File: src/rtl/cipu_out_arbiter_if.sv
// Bus bundle for the CIPU output arbiter.
// Source side: src_valid/src_data/src_done in, src_ready out.
// Sink side:   out_valid/out_data/out_src out, out_ready in.
// Status:      done_src/done_all/overflow out.
// Modports: slave = arbiter view, master = producer/sink view.
interface cipu_out_arbiter_if #(
  parameter int unsigned DW = 8
);
  logic [2:0]      src_valid;
  logic [3*DW-1:0] src_data;
  logic [2:0]      src_done;
  logic [2:0]      src_ready;
  logic            out_valid;
  logic [DW-1:0]   out_data;
  logic [1:0]      out_src;
  logic            out_ready;
  logic [2:0]      done_src;
  logic            done_all;
  logic [2:0]      overflow;

  modport slave (
    input  src_valid, src_data, src_done, out_ready,
    output src_ready, out_valid, out_data, out_src, done_src, done_all, overflow
  );

  modport master (
    output src_valid, src_data, src_done, out_ready,
    input  src_ready, out_valid, out_data, out_src, done_src, done_all, overflow
  );
endinterface

File: src/rtl/cipu_out_arbiter.sv
// Shares one result bus between the three CIPU result channels
// (0 = people FIFO, 1 = thing LIFO, 2 = thing FIFO2).
// Each channel feeds a DEPTH-entry queue; queue heads are granted
// round-robin into a registered valid/ready output stage.
// Ports: clk, rst (synchronous, active-low), bus (cipu_out_arbiter_if.slave):
//   src_valid/src_data/src_done/src_ready per source, out_valid/out_data/
//   out_src/out_ready toward the sink, done_src/done_all/overflow status.
module cipu_out_arbiter #(
  parameter int unsigned DEPTH = 4,
  parameter int unsigned DW    = 8
) (
  input logic               clk,
  input logic               rst,
  cipu_out_arbiter_if.slave bus
);
  localparam int unsigned NSRC = 3;
  localparam int unsigned PW   = $clog2(DEPTH);
  localparam int unsigned CW   = PW + 1;

  logic [NSRC-1:0][DEPTH-1:0][DW-1:0] mem_q, mem_d;
  logic [NSRC-1:0][PW-1:0]            wr_ptr_q, wr_ptr_d;
  logic [NSRC-1:0][PW-1:0]            rd_ptr_q, rd_ptr_d;
  logic [NSRC-1:0][CW-1:0]            cnt_q, cnt_d;
  logic                               out_valid_q, out_valid_d;
  logic [DW-1:0]                      out_data_q, out_data_d;
  logic [1:0]                         out_src_q, out_src_d;
  logic [1:0]                         rr_q, rr_d;
  logic [NSRC-1:0]                    seen_done_q, seen_done_d;
  logic [NSRC-1:0]                    done_src_q, done_src_d;
  logic                               done_all_q, done_all_d;
  logic [NSRC-1:0]                    overflow_q, overflow_d;

  logic [NSRC-1:0] src_ready_c;
  logic [NSRC-1:0] push_c;
  logic [NSRC-1:0] pop_c;
  logic [NSRC-1:0] drained_c;
  logic            load_c;
  logic            gnt_vld_c;
  logic [1:0]      gnt_idx_c;
  logic [2:0]      scan_sum_c;
  logic [1:0]      scan_idx_c;

  // Queue not full; deliberately ignores a same-cycle pop.
  always_comb begin
    for (int i = 0; i < int'(NSRC); i++) begin
      src_ready_c[i] = (cnt_q[i] != CW'(DEPTH));
    end
  end

  // Round-robin scan rr, rr+1, rr+2; the lowest offset with data wins.
  always_comb begin
    gnt_vld_c  = 1'b0;
    gnt_idx_c  = 2'd0;
    scan_sum_c = 3'd0;
    scan_idx_c = 2'd0;
    for (int k = int'(NSRC) - 1; k >= 0; k--) begin
      scan_sum_c = 3'({1'b0, rr_q}) + 3'(k);
      scan_idx_c = (scan_sum_c >= 3'd3) ? 2'(scan_sum_c - 3'd3) : 2'(scan_sum_c);
      if (cnt_q[scan_idx_c] != CW'(0)) begin
        gnt_vld_c = 1'b1;
        gnt_idx_c = scan_idx_c;
      end
    end
  end

  // Next-state: output stage, queue push/pop, overflow and done tracking.
  always_comb begin
    mem_d       = mem_q;
    wr_ptr_d    = wr_ptr_q;
    rd_ptr_d    = rd_ptr_q;
    cnt_d       = cnt_q;
    out_valid_d = out_valid_q;
    out_data_d  = out_data_q;
    out_src_d   = out_src_q;
    rr_d        = rr_q;
    seen_done_d = seen_done_q;
    done_src_d  = done_src_q;
    done_all_d  = done_all_q;
    overflow_d  = overflow_q;
    push_c      = '0;
    pop_c       = '0;
    drained_c   = '0;

    // Stage reloads when empty or being consumed this cycle.
    load_c = !out_valid_q || bus.out_ready;
    if (load_c) begin
      if (gnt_vld_c) begin
        out_valid_d      = 1'b1;
        out_data_d       = mem_q[gnt_idx_c][rd_ptr_q[gnt_idx_c]];
        out_src_d        = gnt_idx_c;
        rr_d             = (gnt_idx_c == 2'd2) ? 2'd0 : gnt_idx_c + 2'd1;
        pop_c[gnt_idx_c] = 1'b1;
      end else begin
        out_valid_d = 1'b0;
      end
    end

    for (int i = 0; i < int'(NSRC); i++) begin
      push_c[i] = bus.src_valid[i] && src_ready_c[i];
      if (push_c[i]) begin
        mem_d[i][wr_ptr_q[i]] = bus.src_data[DW*i +: DW];
        wr_ptr_d[i]           = wr_ptr_q[i] + PW'(1);
      end
      if (pop_c[i]) begin
        rd_ptr_d[i] = rd_ptr_q[i] + PW'(1);
      end
      cnt_d[i] = cnt_q[i] + CW'(push_c[i]) - CW'(pop_c[i]);

      // Dropped word, or a word arriving after the channel reported done.
      if (bus.src_valid[i] && (!src_ready_c[i] || done_src_q[i])) begin
        overflow_d[i] = 1'b1;
      end

      seen_done_d[i] = seen_done_q[i] | bus.src_done[i];
      drained_c[i]   = seen_done_q[i] && (cnt_q[i] == CW'(0)) &&
                       !(out_valid_q && (out_src_q == 2'(i)));
      done_src_d[i]  = done_src_q[i] | drained_c[i];
    end
    done_all_d = &drained_c;
  end

  // State registers with synchronous active-low clear.
  always_ff @(posedge clk) begin
    if (!rst) begin
      mem_q       <= '0;
      wr_ptr_q    <= '0;
      rd_ptr_q    <= '0;
      cnt_q       <= '0;
      out_valid_q <= 1'b0;
      out_data_q  <= '0;
      out_src_q   <= 2'd0;
      rr_q        <= 2'd0;
      seen_done_q <= '0;
      done_src_q  <= '0;
      done_all_q  <= 1'b0;
      overflow_q  <= '0;
    end else begin
      mem_q       <= mem_d;
      wr_ptr_q    <= wr_ptr_d;
      rd_ptr_q    <= rd_ptr_d;
      cnt_q       <= cnt_d;
      out_valid_q <= out_valid_d;
      out_data_q  <= out_data_d;
      out_src_q   <= out_src_d;
      rr_q        <= rr_d;
      seen_done_q <= seen_done_d;
      done_src_q  <= done_src_d;
      done_all_q  <= done_all_d;
      overflow_q  <= overflow_d;
    end
  end

  assign bus.src_ready = src_ready_c;
  assign bus.out_valid = out_valid_q;
  assign bus.out_data  = out_data_q;
  assign bus.out_src   = out_src_q;
  assign bus.done_src  = done_src_q;
  assign bus.done_all  = done_all_q;
  assign bus.overflow  = overflow_q;
endmodule

File: src/flat_wrapper.sv
// flat-port wrapper written by rule: the top's interface ports become plain ports
module cipu_out_arbiter_flat 
#(
  parameter int unsigned DEPTH = 4,
  parameter int unsigned DW    = 8
)
  (clk, rst, bus_src_valid, bus_src_data, bus_src_done, bus_out_ready, bus_src_ready, bus_out_valid, bus_out_data, bus_out_src, bus_done_src, bus_done_all, bus_overflow);
  cipu_out_arbiter_if #(.DW(DW)) bus_i ();
  input logic clk;
  input logic rst;
  input wire logic [$bits(bus_i.src_valid)-1:0] bus_src_valid;
  input wire logic [$bits(bus_i.src_data)-1:0] bus_src_data;
  input wire logic [$bits(bus_i.src_done)-1:0] bus_src_done;
  input wire logic [$bits(bus_i.out_ready)-1:0] bus_out_ready;
  output wire logic [$bits(bus_i.src_ready)-1:0] bus_src_ready;
  output wire logic [$bits(bus_i.out_valid)-1:0] bus_out_valid;
  output wire logic [$bits(bus_i.out_data)-1:0] bus_out_data;
  output wire logic [$bits(bus_i.out_src)-1:0] bus_out_src;
  output wire logic [$bits(bus_i.done_src)-1:0] bus_done_src;
  output wire logic [$bits(bus_i.done_all)-1:0] bus_done_all;
  output wire logic [$bits(bus_i.overflow)-1:0] bus_overflow;
  assign bus_i.src_valid = bus_src_valid;
  assign bus_i.src_data = bus_src_data;
  assign bus_i.src_done = bus_src_done;
  assign bus_i.out_ready = bus_out_ready;
  assign bus_src_ready = bus_i.src_ready;
  assign bus_out_valid = bus_i.out_valid;
  assign bus_out_data = bus_i.out_data;
  assign bus_out_src = bus_i.out_src;
  assign bus_done_src = bus_i.done_src;
  assign bus_done_all = bus_i.done_all;
  assign bus_overflow = bus_i.overflow;
  cipu_out_arbiter #(.DEPTH(DEPTH), .DW(DW)) u_core (.clk(clk), .rst(rst), .bus(bus_i));
endmodule
File: config.mk
export PLATFORM = sky130hd
export DESIGN_NAME = cipu_out_arbiter_flat
export DESIGN_NICKNAME = d
export VERILOG_FILES = /design/src/rtl/cipu_out_arbiter_if.sv /design/src/rtl/cipu_out_arbiter.sv /design/src/flat_wrapper.sv
export SDC_FILE = /design/constraint.sdc
export NUM_CORES = 1
export LEC_CHECK = 0
export BUFFER_PORTS_ARGS = -buffer_cell sky130_fd_sc_hd__buf_2
export CELL_PAD_IN_SITES_DETAIL_PLACEMENT = 0
export CELL_PAD_IN_SITES_GLOBAL_PLACEMENT = 1
export CORE_AREA = 2 2 126 116
export DETAILED_ROUTE_END_ITERATION = 8
export DIE_AREA = 0 0 128 118
export PLACE_DENSITY = 0.9
export SLEW_MARGIN = 40
export SYNTH_ARGS = -nofsm -noshare
export SYNTH_HDL_FRONTEND = slang
export SYNTH_SLANG_ARGS = --single-unit
File: constraint.sdc
create_clock -name clk -period 8.4 [get_ports clk]
set_clock_uncertainty 0.05 [all_clocks]
set_input_delay 2.52 -clock clk [delete_from_list [all_inputs] [get_ports clk]]
set_output_delay 2.52 -clock clk [all_outputs]
set_load 0.05 [all_outputs]
## After elaboration in Yosys (flattened, before gate mapping)

Index checks and enable logic that the tools add are counted.

| operators by class | value |
|---|---|
| add/subtract/negate cells | 18 |
| order comparisons | 15 |
| eq/ne operators | 6 |
| multiplexer cells | 36 |
| bitwise gates (word level) | 6 |
| reduce and logical (&&, ||, !) cells | 39 |

Operators with widths:

| operator | number |
|---|---|
| 32-bit bitwise mux | 3 |
| 32-bit binary-select mux with 2-bit select | 1 |
| 8-bit demux with 2-bit select | 3 |
| 32-bit 2-to-1 mux | 1 |
| 8-bit 2-to-1 mux | 4 |
| 2-bit by 3-bit < comparator with 1-bit output (second input constant) | 8 |
| 1-bit logical AND | 19 |
| 3-bit binary-select mux with 2-bit select | 3 |
| 8-bit binary-select mux with 2-bit select | 1 |
| 2-bit 2-to-1 mux | 8 |
| 3-bit 2-to-1 mux | 5 |
| 2-bit by 1-bit adder with 2-bit output (second input constant) | 7 |
| 3-bit by 1-bit adder with 3-bit output | 3 |
| 3-bit logical NOT | 3 |
| 3-bit != test (second input constant) | 3 |
| 3-bit nonzero test | 3 |
| 3-bit by 1-bit subtractor with 3-bit output | 3 |
| 2-bit by 1-bit >= comparator with 1-bit output (second input constant) | 4 |
| 1-bit logical NOT | 7 |
| 3-bit by 2-bit >= comparator with 1-bit output (second input constant) | 2 |
| 1-bit OR | 6 |
| 2-bit subtractor (second input constant) | 3 |
| 1-bit 2-to-1 mux | 5 |
| 2-bit binary-select mux with 2-bit select | 1 |
| other kinds (10) | 14 |

| storage, ports and cells | value |
|---|---|
| register bits after elaboration | 140 |
| bits of input ports | 33 |
| output and inout port bits | 21 |
| word-level logic and storage cells | 151 |

## Longest topological paths before layout

| logic depth | value |
|---|---|
| depth after elaboration | 16 |
| mapped depth | 18 |
| mapped depth without buffers | 16 |

## Worst setup path after synthesis

OpenSTA, ideal clock, no wires.

| timing path | value |
|---|---|
| path type | input -> register |
| from | in bus_out_ready |
| to | reg u_core.cnt_q[5] (netlist bit) |
| setup time | 0.115 ns |
| arrival time | 4.285 ns |
| data required time | 8.235 ns |
| path slack | 3.950 ns |
| cell stages on the path | 12 |
| buffers on the path | 1 |
| path through | nor2_1 > a21oi_2 > and2_0 > clkbuf_1 > ha_1 > inv_1 > ha_1 > inv_1 > fa_1 > xnor2_1 > xnor2_1 > and2_1 |

| on the way | value |
|---|---|
| word-level cells in the longest chain between the ends | 3 |

Ends and longest elaborated chain:

| what | line | source |
|---|---|---|
| start, declared | flat_wrapper.sv:14 | `input wire logic [$bits(bus_i.out_ready)-1:0] bus_out_ready;` |
| 1-bit logical OR | cipu_out_arbiter.sv:85 | `load_c = !out_valid_q \|\| bus.out_ready;` |
| 3-bit 2-to-1 mux | cipu_out_arbiter.sv:86 | `if (load_c) begin` |
| named net u_core.pop_c[1] | cipu_out_arbiter.sv:35 | `logic [NSRC-1:0] pop_c;` |
| 3-bit by 1-bit subtractor with 3-bit output | cipu_out_arbiter.sv:107 | `cnt_d[i] = cnt_q[i] + CW'(push_c[i]) - CW'(pop_c[i]);` |
| end signal, assigned | cipu_out_arbiter.sv:141 | `cnt_q <= cnt_d;` |
| end, declared | cipu_out_arbiter.sv:23 | `logic [NSRC-1:0][CW-1:0] cnt_q, cnt_d;` |

The timed path passes the listed nets, and every way through them passes these cells.
A chain may end at the register's enable or synchronous reset.

## Worst setup path in the final report

| timing path | value |
|---|---|
| from | in bus_out_ready |
| to | reg u_core.cnt_q[5] (netlist bit) |

| on the way | value |
|---|---|
| word-level cells in the longest chain between the ends | 3 |

Ends and longest elaborated chain:

| what | line |
|---|---|
| 1-bit logical OR | cipu_out_arbiter.sv:85 |
| 3-bit 2-to-1 mux | cipu_out_arbiter.sv:86 |
| 3-bit by 1-bit subtractor with 3-bit output | cipu_out_arbiter.sv:107 |

Every way passes these cells.

==> impl_metrics.json <==
{
  "postCtsSetupBuffers": 0,
  "dp_slack_ps": 3330,
  "syn_area_per_cell_um2": 9.44,
  "async_flop_share": 0,
  "grt_max_degree": 141,
  "dr.pass1.iters": 5,
  "status": "finished clean",
  "fin_crit_sh": 0.552,
  "grt_pass1_wl_um": 26000,
  "power_leakage_uw": 0.00325,
  "place_hpwl_um": 11200,
  "power.density_mw_per_mm2": 349,
  "synth_edf_count": 0,
  "core-area_mm2": 0.0137,
  "path_class": "primary input to flop",
  "fin_hold_ws_ps": 407,
  "drv_cap": 0,
  "maxSlewHeadroom": 0.467,
  "synth_fp_nets": 773,
  "pin_count": 54,
  "antenna_found_initial": 0,
  "drive_gt1_frac": 0.144,
  "cts_hold_buf": 0,
  "layout_common_cells": "dfxtp_1, nor2b_1, mux2i_1, nand2_1, buf_2",
  "timing.final.setup_violations": 0,
  "rows": 41,
  "crit_fanout": 16,
  "grt_setup_unrepaired": "false",
  "drc": 0,
  "ys_types": 51,
  "cts_resized": 0,
  "synthFlopType": "dfxtp_1",
  "ys_seq_elements": 140,
  "ys_seq_area_frac": 0.415,
  "setup_tns_ps": 0,
  "start_util": 0.492,
  "clockBufferDepth": 2,
  "multiInputGateArea_mm2": 0.00368,
  "dr_total_vias": 5240,
  "grt_remaining_overflow": 0,
  "dp.cells": 900,
  "fin_nets": 804,
  "endpoint_kind": "flop",
  "slew_viol_final": 0,
  "peakVddDrop_v": 0.000204,
  "syn_inst": 716,
  "fin_util": 0.556,
  "crit_required_ps": 8670,
  "seqCellArea_mm2": 0.00280,
  "grt_pass1_vias": 5281,
  "clk_latency_ps": 430,
  "worst_slack_ps": 3770,
  "n_antenna_cell": 0,
  "tightest_slew_ps": 800,
  "cts_tree": "built",
  "synth_area_mm2": 0.00676,
  "area_growth_pct": 13.2,
  "path_clk_slew_ps": 60,
  "worst_ep_arrival_time_ps": 4910,
  "die_w_um": 128,
  "drt_first_iter_violations": 361,
  "cts.sinks": 140,
  "wl_per_cell_um": 17.2,
  "drt-total-wl_um": 16000,
  "cts_buffers": 17,
  "clock.fmax_mhz": 216,
  "min_path_type": "flop to flop",
  "place_congestion": 0.781,
  "n_fill_cell": 1224,
  "fin_crit_ps": 4630,
  "stdcell_count": 931,
  "root_buffer": "clkbuf_16",
  "final_common_cell": "dfxtp_1",
  "port_buffers": 53,
  "drtAntennaViolNets": 0,
  "hold_viol_final": 0,
  "die_y_um": 118,
  "start_kind": "primary input",
  "via_per_inst": 5.63,
  "htree_levels": 4,
  "yosysWarnings": 0,
  "die_area_mm2": 0.0151,
  "track_usage": 0.219
}
flip-flops by register name (all words and copies together) (netlist names):
| register | flops |
|---|---|
| u_core.rd_ptr_q | 6 |
| u_core.bus.overflow | 3 |
| u_core.bus.done_all | 1 |
| u_core.seen_done_q | 3 |
| u_core.bus.out_valid | 1 |
| u_core.cnt_q | 9 |
| u_core.wr_ptr_q | 6 |
| u_core.bus.out_data | 8 |
| u_core.rr_q | 2 |
| u_core.bus.done_src | 3 |
| u_core.mem_q | 96 |
| u_core.bus.out_src | 2 |
kinds of logic (layout without fill, tap and decap cells):
kind of cell / Yosys count / in the layout / synth area share
DFF: 140 / 140 / 0.415
and+or+nand+nor: 249 / 249 / 0.195
buffers and inverters: 66 / 109 / 0.0402
AOI/OAI and AO/OA: 139 / 139 / 0.159
xor gates and xnor gates: 14 / 14 / 0.0181
adders and majority gates: 24 / 24 / 0.0478
muxes: 84 / 84 / 0.126
final cells by class:
| class | instances | share of cell area |
|---|---|---|
| inverter | 22 | 0.0108 |
| clock inverter | 14 | 0.0191 |
| sequential | 140 | 0.367 |
| clock buffer | 17 | 0.0556 |
| tap | 172 | 0.0281 |
| timing repair buffer | 56 | 0.0381 |
| multi-input combinational | 510 | 0.482 |
through the flow:
step                instance area [um^2]  total power [uW]
floorplan                           6760              1710
global placement                    7070              1900
detailed placement                  7080              1950
CTS                                 7650              2680
global route                        7650              2840
finish                              7650              2670
critical path, stage by stage:
cell and delay [ps]:
buf_2 90, nor2_1 50, a21oi_2 580, and2_0 350
ha_1 270, inv_1 50, ha_1 130, inv_1 50
fa_1 380, xnor2_1 150, xnor2_1 120, and2_1 160
synth_stat cells, drive strengths merged, types with 15 or more instances:
| master | count | area share |
|---|---|---|
| mux2i | 76 | 0.11 |
| nor2b | 76 | 0.070 |
| buf | 15 | 0.012 |
| nand3 | 39 | 0.030 |
| o21ai | 19 | 0.014 |
| clkbuf | 29 | 0.016 |
| dfxtp | 140 | 0.41 |
| and2 | 19 | 0.018 |
| o221ai | 16 | 0.022 |
| inv | 22 | 0.012 |
| nand2 | 75 | 0.042 |
| ha | 21 | 0.039 |
| o21a | 21 | 0.023 |
| a21boi | 34 | 0.038 |
worst paths after layout:
kind                     startpoint                     end  slack, ps  depth (start not counted)
min          u_core.bus.done_src[1]  u_core.bus.done_src[1]        410                          2
max                   bus_out_ready         u_core.cnt_q[5]       3770                         12
min reg2reg  u_core.bus.done_src[1]  u_core.bus.done_src[1]        410                          2
max reg2reg          u_core.rr_q[1]         u_core.cnt_q[5]       4480                         15
layer usage:
metal	global-route usage	up-vias	wire length [um]
met4	0.0948	0	416
li1	-	2562	-
met2	0.368	138	7830
met1	0.269	2499	7060
met3	0.0482	41	702
met5	0	-	0
power by group:
group	internal, uW	leakage, uW	switching, uW
Sequential	762	0.00114	104
Combinational	423	0.00183	658
Clock	435	0.000275	290
Total	1620	0.00325	1050
Note: power is estimated with default switching activity, not from simulation.
